[src/rtl/n1_core.sv]
// n1_core: accumulator micro-sequencer with byte-serial program load.
// Two-cycle fetch/execute over a 16-bit program RAM and a data RAM.
module n1_core #(
  parameter int DATA_W  = 8,
  parameter int PROG_AW = 4,
  parameter int DATA_AW = 4
) (
  input  logic              clk,
  input  logic              rst_n,
  input  logic              load_valid,
  input  logic [7:0]        load_data,
  output logic              load_ready,
  input  logic              start,
  output logic [DATA_W-1:0] out_data,
  output logic              out_valid,
  output logic              busy,
  output logic              halted,
  output logic [PROG_AW-1:0] pc_dbg
);

  typedef enum logic [1:0] {
    S_IDLE,
    S_FETCH,
    S_EXEC,
    S_HALT
  } state_t;

  localparam int PDEPTH = 2 ** PROG_AW;
  localparam int DDEPTH = 2 ** DATA_AW;
  localparam logic [PROG_AW-1:0] P_ONE = 1;

  localparam logic [3:0] OP_LDI  = 4'h1;
  localparam logic [3:0] OP_LD   = 4'h2;
  localparam logic [3:0] OP_ST   = 4'h3;
  localparam logic [3:0] OP_ADD  = 4'h4;
  localparam logic [3:0] OP_SUB  = 4'h5;
  localparam logic [3:0] OP_JMP  = 4'h6;
  localparam logic [3:0] OP_JZ   = 4'h7;
  localparam logic [3:0] OP_OUT  = 4'h8;
  localparam logic [3:0] OP_JC   = 4'h9;
  localparam logic [3:0] OP_HALT = 4'hF;

  logic [15:0]        pram [PDEPTH];
  logic [DATA_W-1:0]  dram [DDEPTH];

  state_t             state;
  logic [PROG_AW-1:0] pc;
  logic [DATA_W-1:0]  acc;
  logic               c_flag;
  logic [15:0]        inst;
  logic [PROG_AW-1:0] ptr;
  logic               phase_lo;
  logic [7:0]         hi_byte;

  logic [3:0]         op;
  logic [DATA_AW-1:0] a;
  logic [DATA_W-1:0]  imm;
  logic [PROG_AW-1:0] tgt;
  logic [DATA_W-1:0]  dval;
  logic [DATA_W:0]    sum;
  logic [DATA_W:0]    diff;
  logic               z_flag;
  logic               idle;
  logic               load_fire;
  logic               exec_st;
  logic               unused_bits;

  assign op   = inst[15:12];
  assign a    = inst[DATA_AW-1:0];
  assign imm  = inst[DATA_W-1:0];
  assign tgt  = inst[PROG_AW-1:0];
  assign dval = dram[a];
  assign sum  = {1'b0, acc} + {1'b0, dval};
  assign diff = {1'b0, acc} - {1'b0, dval};

  assign z_flag      = (acc == '0);
  assign unused_bits = ^inst[11:0];

  assign idle       = (state == S_IDLE) || (state == S_HALT);
  assign load_ready = idle && !start;
  assign load_fire  = load_valid && load_ready;
  assign exec_st    = (state == S_EXEC) && (op == OP_ST);

  assign busy   = (state == S_FETCH) || (state == S_EXEC);
  assign halted = (state == S_HALT);
  assign pc_dbg = pc;

  // RAMs keep their contents across reset
  always_ff @(posedge clk) begin
    if (load_fire && phase_lo)
      pram[ptr] <= {hi_byte, load_data};
    if (exec_st)
      dram[a] <= acc;
  end

  always_ff @(posedge clk) begin
    if (!rst_n) begin
      state     <= S_IDLE;
      pc        <= '0;
      acc       <= '0;
      c_flag    <= 1'b0;
      inst      <= '0;
      ptr       <= '0;
      phase_lo  <= 1'b0;
      hi_byte   <= '0;
      out_data  <= '0;
      out_valid <= 1'b0;
    end else begin
      out_valid <= 1'b0;
      unique case (state)
        S_IDLE, S_HALT: begin
          if (start) begin
            state    <= S_FETCH;
            pc       <= '0;
            acc      <= '0;
            c_flag   <= 1'b0;
            ptr      <= '0;
            phase_lo <= 1'b0;
          end else if (load_fire) begin
            if (!phase_lo) begin
              hi_byte  <= load_data;
              phase_lo <= 1'b1;
            end else begin
              phase_lo <= 1'b0;
              ptr      <= ptr + P_ONE;
            end
          end
        end
        S_FETCH: begin
          inst  <= pram[pc];
          state <= S_EXEC;
        end
        S_EXEC: begin
          state <= S_FETCH;
          pc    <= pc + P_ONE;
          case (op)
            OP_LDI: acc <= imm;
            OP_LD:  acc <= dval;
            OP_ADD: {c_flag, acc} <= sum;
            OP_SUB: begin
              acc    <= diff[DATA_W-1:0];
              c_flag <= diff[DATA_W];
            end
            OP_JMP: pc <= tgt;
            OP_JZ:  if (z_flag) pc <= tgt;
            OP_JC:  if (c_flag) pc <= tgt;
            OP_OUT: begin
              out_data  <= acc;
              out_valid <= 1'b1;
            end
            OP_HALT: begin
              state <= S_HALT;
              pc    <= pc;
            end
            default: ;
          endcase
        end
        default: state <= S_IDLE;
      endcase
    end
  end

endmodule

[config.mk]
export PLATFORM = sky130hd
export DESIGN_NAME = n1_core
export DESIGN_NICKNAME = d
export VERILOG_FILES = /design/src/rtl/n1_core.sv
export SDC_FILE = /design/constraint.sdc
export NUM_CORES = 1
export LEC_CHECK = 0
export ABC_AREA = 1
export CORE_MARGIN = 2
export CORE_UTILIZATION = 43
export DETAILED_ROUTE_END_ITERATION = 16
export GPL_ROUTABILITY_DRIVEN = 0
export GPL_TIMING_DRIVEN = 0
export SLEW_MARGIN = 20
export SYNTH_ARGS = -nofsm -noshare
export SYNTH_HDL_FRONTEND = slang
export SYNTH_SLANG_ARGS = --single-unit
[constraint.sdc]
create_clock -name clk -period 6.5 [get_ports clk]
set_input_delay 1.3 -clock clk [delete_from_list [all_inputs] [get_ports clk]]
set_output_delay 1.3 -clock clk [all_outputs]
set_load 0.005 [all_outputs]
# Yosys cells after proc, flatten, opt, wreduce, memory -nomap -nowiden
# Memories as Yosys holds them, arrays and structs flattened. A register that Yosys moved wholly into a read port is not among the register bits.
# Cells that the tools add are included.
dict set report op_classes {
  n_addsub 4
  multipliers 0
  div 0
  order_cmp 0
  eq_ne 17
  shift 0
  n_mux 25
  n_bitwise 2
  n_reduce_logical 22
}
# op count
set op_table {}
lappend op_table {{case mux 8 bit (4 select lines)} 1}
lappend op_table {{2-to-1 mux 4 bit} 6}
lappend op_table {{equality test 4 x 3 -> 1 bit, second input constant} 4}
lappend op_table {{case mux 4 bit (4 select lines)} 1}
lappend op_table {{case mux 8 bit (2 select lines)} 1}
lappend op_table {{equality test 4 bit, second input constant} 3}
lappend op_table {{AND reduction 3 bit} 4}
lappend op_table {{adder 8 x 8 -> 9 bit} 1}
lappend op_table {{2-to-1 mux 1 bit} 9}
lappend op_table {{subtractor 8 x 8 -> 9 bit} 1}
lappend op_table {{adder 4 x 1 -> 4 bit, second input constant} 2}
lappend op_table {{equality test 4 x 2 -> 1 bit, second input constant} 2}
lappend op_table {{zero test 8 bit} 1}
lappend op_table {{2-to-1 mux 8 bit} 1}
lappend op_table {{case mux 4 bit (2 select lines)} 1}
lappend op_table {{case mux 2 bit (3 select lines)} 1}
lappend op_table {{AND reduction 2 bit} 3}
lappend op_table {{nonzero test 2 bit} 3}
lappend op_table {{!= test 5 x 1 -> 1 bit, second input constant} 1}
lappend op_table {{equality test 2 bit, second input constant} 2}
lappend op_table {{equality test 4 x 1 -> 1 bit, second input constant} 1}
lappend op_table {{logical AND 1 bit} 4}
lappend op_table {{2-to-1 mux 2 bit} 2}
lappend op_table {{!= test 2 bit, second input constant} 2}
lappend op_table {{other kinds (9)} 13}
dict set report word_totals {
  register_bits 37
  latch_bits 0
  mem_bits_rw 384
  mem_bits_ro 0
  inputBits 12
  out_inout_bits 16
  n_memories 2
}
# memory words word_bits read_ports rd_clocked_by_memory_dff write_ports line
set memory_table {}
lappend memory_table {pram 16 16 1 1 1 43} ;# logic [15:0] pram [PDEPTH];
lappend memory_table {dram 16 8 1 0 1 44} ;# logic [DATA_W-1:0] dram [DDEPTH];

# Longest topological paths before layout
dict set report logic_depth {
  ltp_word 7
  ltp_mapped 24
  depth_no_buf 22
}

# Worst setup path after synthesis
# OpenSTA, ideal clock, no wires.
dict set report synth_path {
  path_type {input -> output}
  from {input start}
  to {output load_ready}
  t_arrival_ns 1.553
  required_time_ns 5.200
  path_slack_ns 3.647
  stages 1
  path_buffers 0
  path_cell_list {nor2_1}
}
dict set report synth_via {
  elab_chain_cells 2
}
# element line
set synth_rtl {}
lappend synth_rtl {{from (decl)} 13} ;# input logic start,
lappend synth_rtl {{zero test 1 bit} 80} ;# assign load_ready = idle && !start;
lappend synth_rtl {{logical AND 1 bit} 80}
lappend synth_rtl {{to (decl)} 12} ;# output logic load_ready,
# No other way between the ends.

# Worst setup path in the final report
# Ends and elaborated chain as after synthesis.

==> key figures <==
Outcome
  – Outcome: finished clean

Synth
  – Ys async rst share: 0
  – Commonest cells post-synth: 363 x nand2_1, 320 x edfxtp_1, 195 x nor2_1
  – Syn Area/Cell: approximately 11 µm²
  – Post-synth EDFFs: 320
  – Mapped Cells: 1433
  – Register area share after synthesis: 0.6792
  – Net count after synthesis: approximately 1500
  – Cell taking the most area after synthesis: edfxtp_1
  – Library cells used by synthesis: 34
  – Synthesized cell area: 15470 µm²
  – Synth area leaders: edfxtp_1 62%, nand2_1 8.8%, dfxtp_1 5.8%
  – Top-area cell type share of the netlist area: 0.6210
  – Ys Warns: 0
  – Yosys reg bits: 365
  – Synth Flop Type: edfxtp_1
  – Count leader, synth: nand2_1

Critical path
  – R2r setup slk: 3.24 ns
  – Critical Path Sink: load_ready
  – CP arrival: 2.73 ns
  – Most frequent CP cell: clkdlybuf4s50_1
  – Kind of critical path: primary input to output pin
  – Reg-to-reg critical path endpoint: acc[7]$_SDFFE_PN0P_
  – Slowest CP cell: clkdlybuf4s50_1
  – Crit-path max FO: 6
  – Setup crit start: start
  – Critical Path RT: 5.20 ns
  – R2R Path Start: inst[3]$_SDFFE_PN0N_
  – Startpoint types: primary input
  – CP Cell Sequence: clkdlybuf4s50_1 -> nor2_1 -> clkdlybuf4s50_1
  – Worst Setup End Kind: output pin
  – Max incr delay on CP: 0.58 ns
  – Cell depth of the worst flop-to-flop path: 17

Routing
  – DR WL met2: 19.57 mm
  – Metal3 WL: 2.504 mm
  – DRT iter0 DRCs: 934
  – WL/cell: between 20 and 25 µm
  – Vias/cell: 5.428
  – DR top layer: met5
  – DR vias: 10790
  – Drt drc: 0
  – Post-Route M1 WL: between 15 and 20 mm
  – DRT Pass-1 Iters: 7
  – Post-DRT Antenna Nets: 0
  – Final wirelength: 40.66 mm

Hold path
  – HP Class: register to register
  – WHS Path Cells: 2

CTS
  – Clk pin slew, worst setup/hold paths: 0.06 ns
  – CTS Buf Count: 39
  – H-tree depth: 2
  – # resized after CTS: 0
  – # hold bufs at CTS: 0
  – Skew-Pair Late Insertion Delay: between 0.5 and 0.6 ns
  – Longest Clk Path Bufs: 3
  – CTS Root Cell: clkbuf_16
  – Post-CTS Setup Bufs: 0
  – CTS tree: built
  – Sink Count: about 370

Pwr
  – Sequential share of power: 0.477
  – Maximum vdd drop: 241.0 µV
  – Pint: 0.004019 W
  – Leakage: 6.161 nW
  – Switching Share: 0.2666
  – PwrDens: 312.0 nW/µm²
  – Gate power share: 0.136
  – P_sw: around 0.0015 W
  – Total Power: between 0.005 and 0.006 W
  – Clock share of power: 0.387

Timing
  – Final setup fails: 0
  – Slew @ Worst Pin: 1.022 ns
  – Final hold slack: 0.4953 ns
  – Final hold vios: 0
  – Final worst-path cycle share: 0.6200
  – Minimum clock period: between 4 and 5 ns
  – Setup TNS: 0 ns
  – Fin. max-slew vios: 0
  – RSZ-0062 raised after global routing: no
  – Slew Limit Headroom: 0.3176
  – Final Skew: roughly 0.015 ns
  – Max Clock Freq: 248.1 MHz

Global route
  – Vias in the first global route: 10540
  – First-pass GRT wire length: 62.60 mm
  – GR Util All Layers: 0.2183
  – GRT overflow: 0
  – Initial antenna violation count: 1
  – Pin count of the biggest net entering global routing: 23

Place
  – HPWL after detailed placement: 26.77 mm
  – I/O Buffers: 27
  – Cell Area, Placed: around 16000 µm²

Layout
  – Final Cell Area: 17560 µm²
  – Antenna cell count: 0
  – Area grow syn2layout: 13.51%
  – Final #Nets: ~1500
  – Final Util: 0.4950
  – Layout cells sized above 1: 0.06614

Floorplanning
  – Initial Util: 0.4361
  – Die Wd: 193.7 µm
  – Io pins: 28
  – Core footprint: 35480 µm²
  – Die area: 37520 µm²
  – Die height: slightly below 200 µm
  – Row count: 69

Job
  – Max_cap viols: 0
per-stage QoR:
step	setup WS [ns]	instances
CTS	2.456	1988
global route	2.393	1988
finish	2.470	1988
detailed placement	2.444	1921
floorplan	3.647	1433
global placement	2.483	1921
power by group through the flow:
| stage | logic [W] | clock network [W] | registers, W |
|---|---|---|---|
| 6_report | 0.000744 | 0.00212 | 0.00261 |
| 3_3_place_gp | 0.000730 | 0 | 0.00266 |
| 4_1_cts | 0.000741 | 0.00214 | 0.00261 |
| 3_5_place_dp | 0.000736 | 0 | 0.00266 |
| 2_1_floorplan | 0.000500 | 0 | 0.00264 |
| 5_1_grt | 0.000842 | 0.00224 | 0.00262 |
worst min-delay path by stage:
stage                                         from                        to
after floorplan              phase_lo$_SDFFE_PN0P_     phase_lo$_SDFFE_PN0P_
after global placement    out_data[6]$_SDFFE_PN0P_  out_data[6]$_SDFFE_PN0P_
after detailed placement  out_data[7]$_SDFFE_PN0P_  out_data[7]$_SDFFE_PN0P_
after CTS                    phase_lo$_SDFFE_PN0P_     phase_lo$_SDFFE_PN0P_
after global routing      out_data[7]$_SDFFE_PN0P_  out_data[7]$_SDFFE_PN0P_
final                     out_data[7]$_SDFFE_PN0P_  out_data[7]$_SDFFE_PN0P_
kinds of logic after synthesis:
kind of cell,count (synthesis),synth area share
and+or+nand+nor,632,0.1619
DFF,365,0.6792
AOI/OAI and AO/OA,257,0.09420
buffers and inverters,147,0.03881
adders and majority gates,28,0.02361
xor gates and xnor gates,4,0.002265
worst max-delay path, delay by kind of cell:
kind                   cells  cell delay, ns
buffers and inverters      2            1.07
and+or+nand+nor            1            0.36
registers in the layout (all words and copies together) (netlist names):
signal and count:
pram 192, dram 128, inst 12, acc 8
out_data 8, hi_byte 4, pc_dbg 4, ptr 4
state 2, c_flag 1, out_valid 1, phase_lo 1
per-layer routing:
layer | vias up | global-route usage
li1 | 5122 | -
met3 | 84 | 0.03340
met1 | 5248 | 0.2902
met2 | 334 | 0.3679
met4 | 2 | 0.07266
met5 | - | 0
cell type report:
type                       count  area (µm²)
inverter                      83       311.5
fill                        3185       17920
tap                          461       576.8
multi-input combinational    921        4403
buffer                        64       289.0
clock inverter                15       105.1
sequential                   365       10510
clock buffer                  52        1099
timing repair buffer          27       270.3
layout by cell type (no fill, tap or decap), types with 2 or more instances in the layout:
cell,netlist,routed
o211ai_1,13,13
ha_1,26,26
buf_2,21,21
clkbuf_1,35,44
a21oi_1,42,42
a41oi_1,10,10
o21ai_0,141,141
xnor2_1,2,2
nand4_1,25,25
nor3_1,6,6
xor2_1,2,2
clkinvlp_4,0,3
clkinv_2,0,3
clkinv_1,0,6
clkbuf_16,0,42
clkdlybuf4s50_1,0,27
nor2_1,195,179
o221ai_1,12,12
edfxtp_1,320,320
buf_1,2,2
inv_1,80,80
nand3_1,40,40
nand2_1,363,363
buf_4,6,6
fa_1,2,2
inv_2,3,3
dfxtp_1,45,45
o22ai_1,31,31
nor2_2,1,17
No activity file was read; power rests on OpenSTA's default activity.
==> RTL edit (same flow settings) <==
Register the output `pc_dbg` once more, with the module's reset; this adds one clock of latency there. The other outputs are not delayed to match.
--- a/src/rtl/n1_core.sv
+++ b/src/rtl/n1_core.sv
@@ -85,3 +85,9 @@
   assign halted = (state == S_HALT);
-  assign pc_dbg = pc;
+  always_ff @(posedge clk) begin
+    if (!rst_n) begin
+      pc_dbg <= '0;
+    end else begin
+      pc_dbg <= pc;
+    end
+  end
 
Behaviour: not the same (a bounded check fails within 4 cycles, from zero or initial values and one cycle with rst_n low).
==> RTL edit against the unedited design <==
Final area up 1.8%; worst setup slack better by 0.055 ns; count of clock-buffer cells in the layout up 5; clock skew fell by 0.0052 ns; synthesized area increased by 1.5%; non-clock buffer count increased by 3; total power decreased by 3.1%; sequential cell count is 4 higher; wire length is 1.7% higher; largest cell class unchanged; highest routed layer is now met4.
==> RTL edit: results (changes against the unedited design) <==
metric;value;unit;change
Root Driver;clkbuf_16;;
DR vias;11000;;+1.8%
Crit Path Max Fanout;6;;unchanged
post-CTS setup buffer count;0;;unchanged
Worst-path clk slew;0.05;ns;
number of global-route vias before repair;10500;;-0.53%
r2r setup slk;3.29;ns;+0.05 ns
VDD IR max;0.247;mV;+2.4%
Worst Path Arrival;2.68;ns;-0.05 ns
Routed WL;41400;um;+1.7%
placed wire-length estimate;27700;um;+3.4%
first-pass GRT wire length;62500;um;-0.11%
max incr delay on CP;0.58;ns;about the same
status;finished, final reports clean;;
CTS H-tree lvls;2;;unchanged
clock power share;39.0;%;+0.3 points
Top Registers;pram x192, dram x128, inst x12;;
share of layout cells above drive strength 1;8.29;%;+1.7 points
leakage power;6.36;nW;+3.3%
ant diodes;0;;unchanged
Synth cell types;42;;+24%
Slew @ Worst Pin;1.02;ns;-0.00607 ns
worst skew pair latency;0.53;ns;about the same
# port buffers;27;;unchanged
Net Switching;1.35;mW;-7.6%
CTS buffer count;38;;-2.6%
YS warnings;0;;unchanged
Max clock buf depth;3;;unchanged
commonest cells in the netlist;nand2_1 (329), edfxtp_1 (320), nor2_1 (172);;
worst-case reg-to-reg path depth;21;;+4
Hold Slack;0.489;ns;-0.00661 ns
pre-CTS WS;2.51;ns;+0.0650 ns
number of antenna violations at the first check in global routing;0;;-1
fmax;252;MHz;+1.4%
Post-synth ARST share;0;%;unchanged
DR pass1 iterations;5;;-2
GRT Util Overall;21.8;%;about the same
R2R Path End;acc[6];;
slowest CP cell;clkdlybuf4s50_1;;
# resized after CTS;0;;unchanged
worst setup path start;start;;
most common flop cell mapped by yosys;edfxtp_1;;
register area share after synthesis;67.4;%;-0.48 points
crit path to;load_ready;;
hold path endpoint;phase_lo;;
skew final;0.00948;ns;-0.00515 ns
Final nets;1548;;+0.45%
reg-to-reg startpoint;inst[1];;
Hold Path Origin;phase_lo;;
Post-synth EDFFs;320;;unchanged
Hold Path Class;reg -> reg;;
Synthesized Nets;1472;;-0.068%
DRT iter0 DRCs;1235;;+32%
pin count of the biggest net entering global routing;22;;-4.3%
Area contributors post-synth;edfxtp_1 (61%), nand2_1 (7.9%), dfxtp_1 (6.2%);;
hold path depth;2;;unchanged
RTL edit: cell families (layout without fill, tap and decap cells):
| logic type | count (synthesis) | in the layout | share of synthesized area (%) |
|---|---|---|---|
| AND/OR/NAND/NOR | 594 | 594 | 15.5 |
| flip-flops | 369 | 369 | 67.4 |
| AO/OA/AOI/OAI | 264 | 264 | 9.85 |
| buffers and inverters | 169 | 271 | 4.53 |
| adder cells (fa/ha/maj) | 30 | 30 | 2.49 |
| XOR/XNOR | 4 | 4 | 0.223 |
RTL edit: per-stage QoR:
step           instances  instance area [sq um]
2_1_floorplan       1430                  15700
3_3_place_gp        1918                  16500
3_5_place_dp        1927                  16700
4_1_cts             1993                  17900
5_1_grt             1993                  17900
6_report            1993                  17900
RTL edit: metal layers:
metal / vias up / GRT usage, % / routed length, um
met4: 0 / 7.46 / 1080
li1: 5148 / - / -
met1: 5321 / 32.1 / 18800
met2: 433 / 32.9 / 18100
met5: - / 0 / 0
met3: 85 / 3.70 / 3340
RTL edit: worst max-delay path, delay by kind of cell:
kind          cells  cell delay [ns]
buf+inv           2             1.05
simple gates      1             0.33
RTL edit: power groups by stage:
stage	Clock (mW)	Combinational (mW)	Sequential (mW)
after CTS	2.09	0.608	2.62
after floorplan	0	0.414	2.66
final	2.07	0.613	2.62
after global routing	2.17	0.690	2.63
after detailed placement	0	0.605	2.67
after global placement	0	0.597	2.67
RTL edit: final cells by class:
| class | count | area, sq um |
|---|---|---|
| plain buffers | 58 | 292 |
| well taps | 461 | 577 |
| clock buffers | 57 | 1110 |
| flip-flops and latches | 369 | 10600 |
| repair buffers | 36 | 387 |
| inverters | 111 | 419 |
| clock inverters | 9 | 56.3 |
| multi-input cells | 892 | 4440 |
| fillers | 3254 | 17900 |
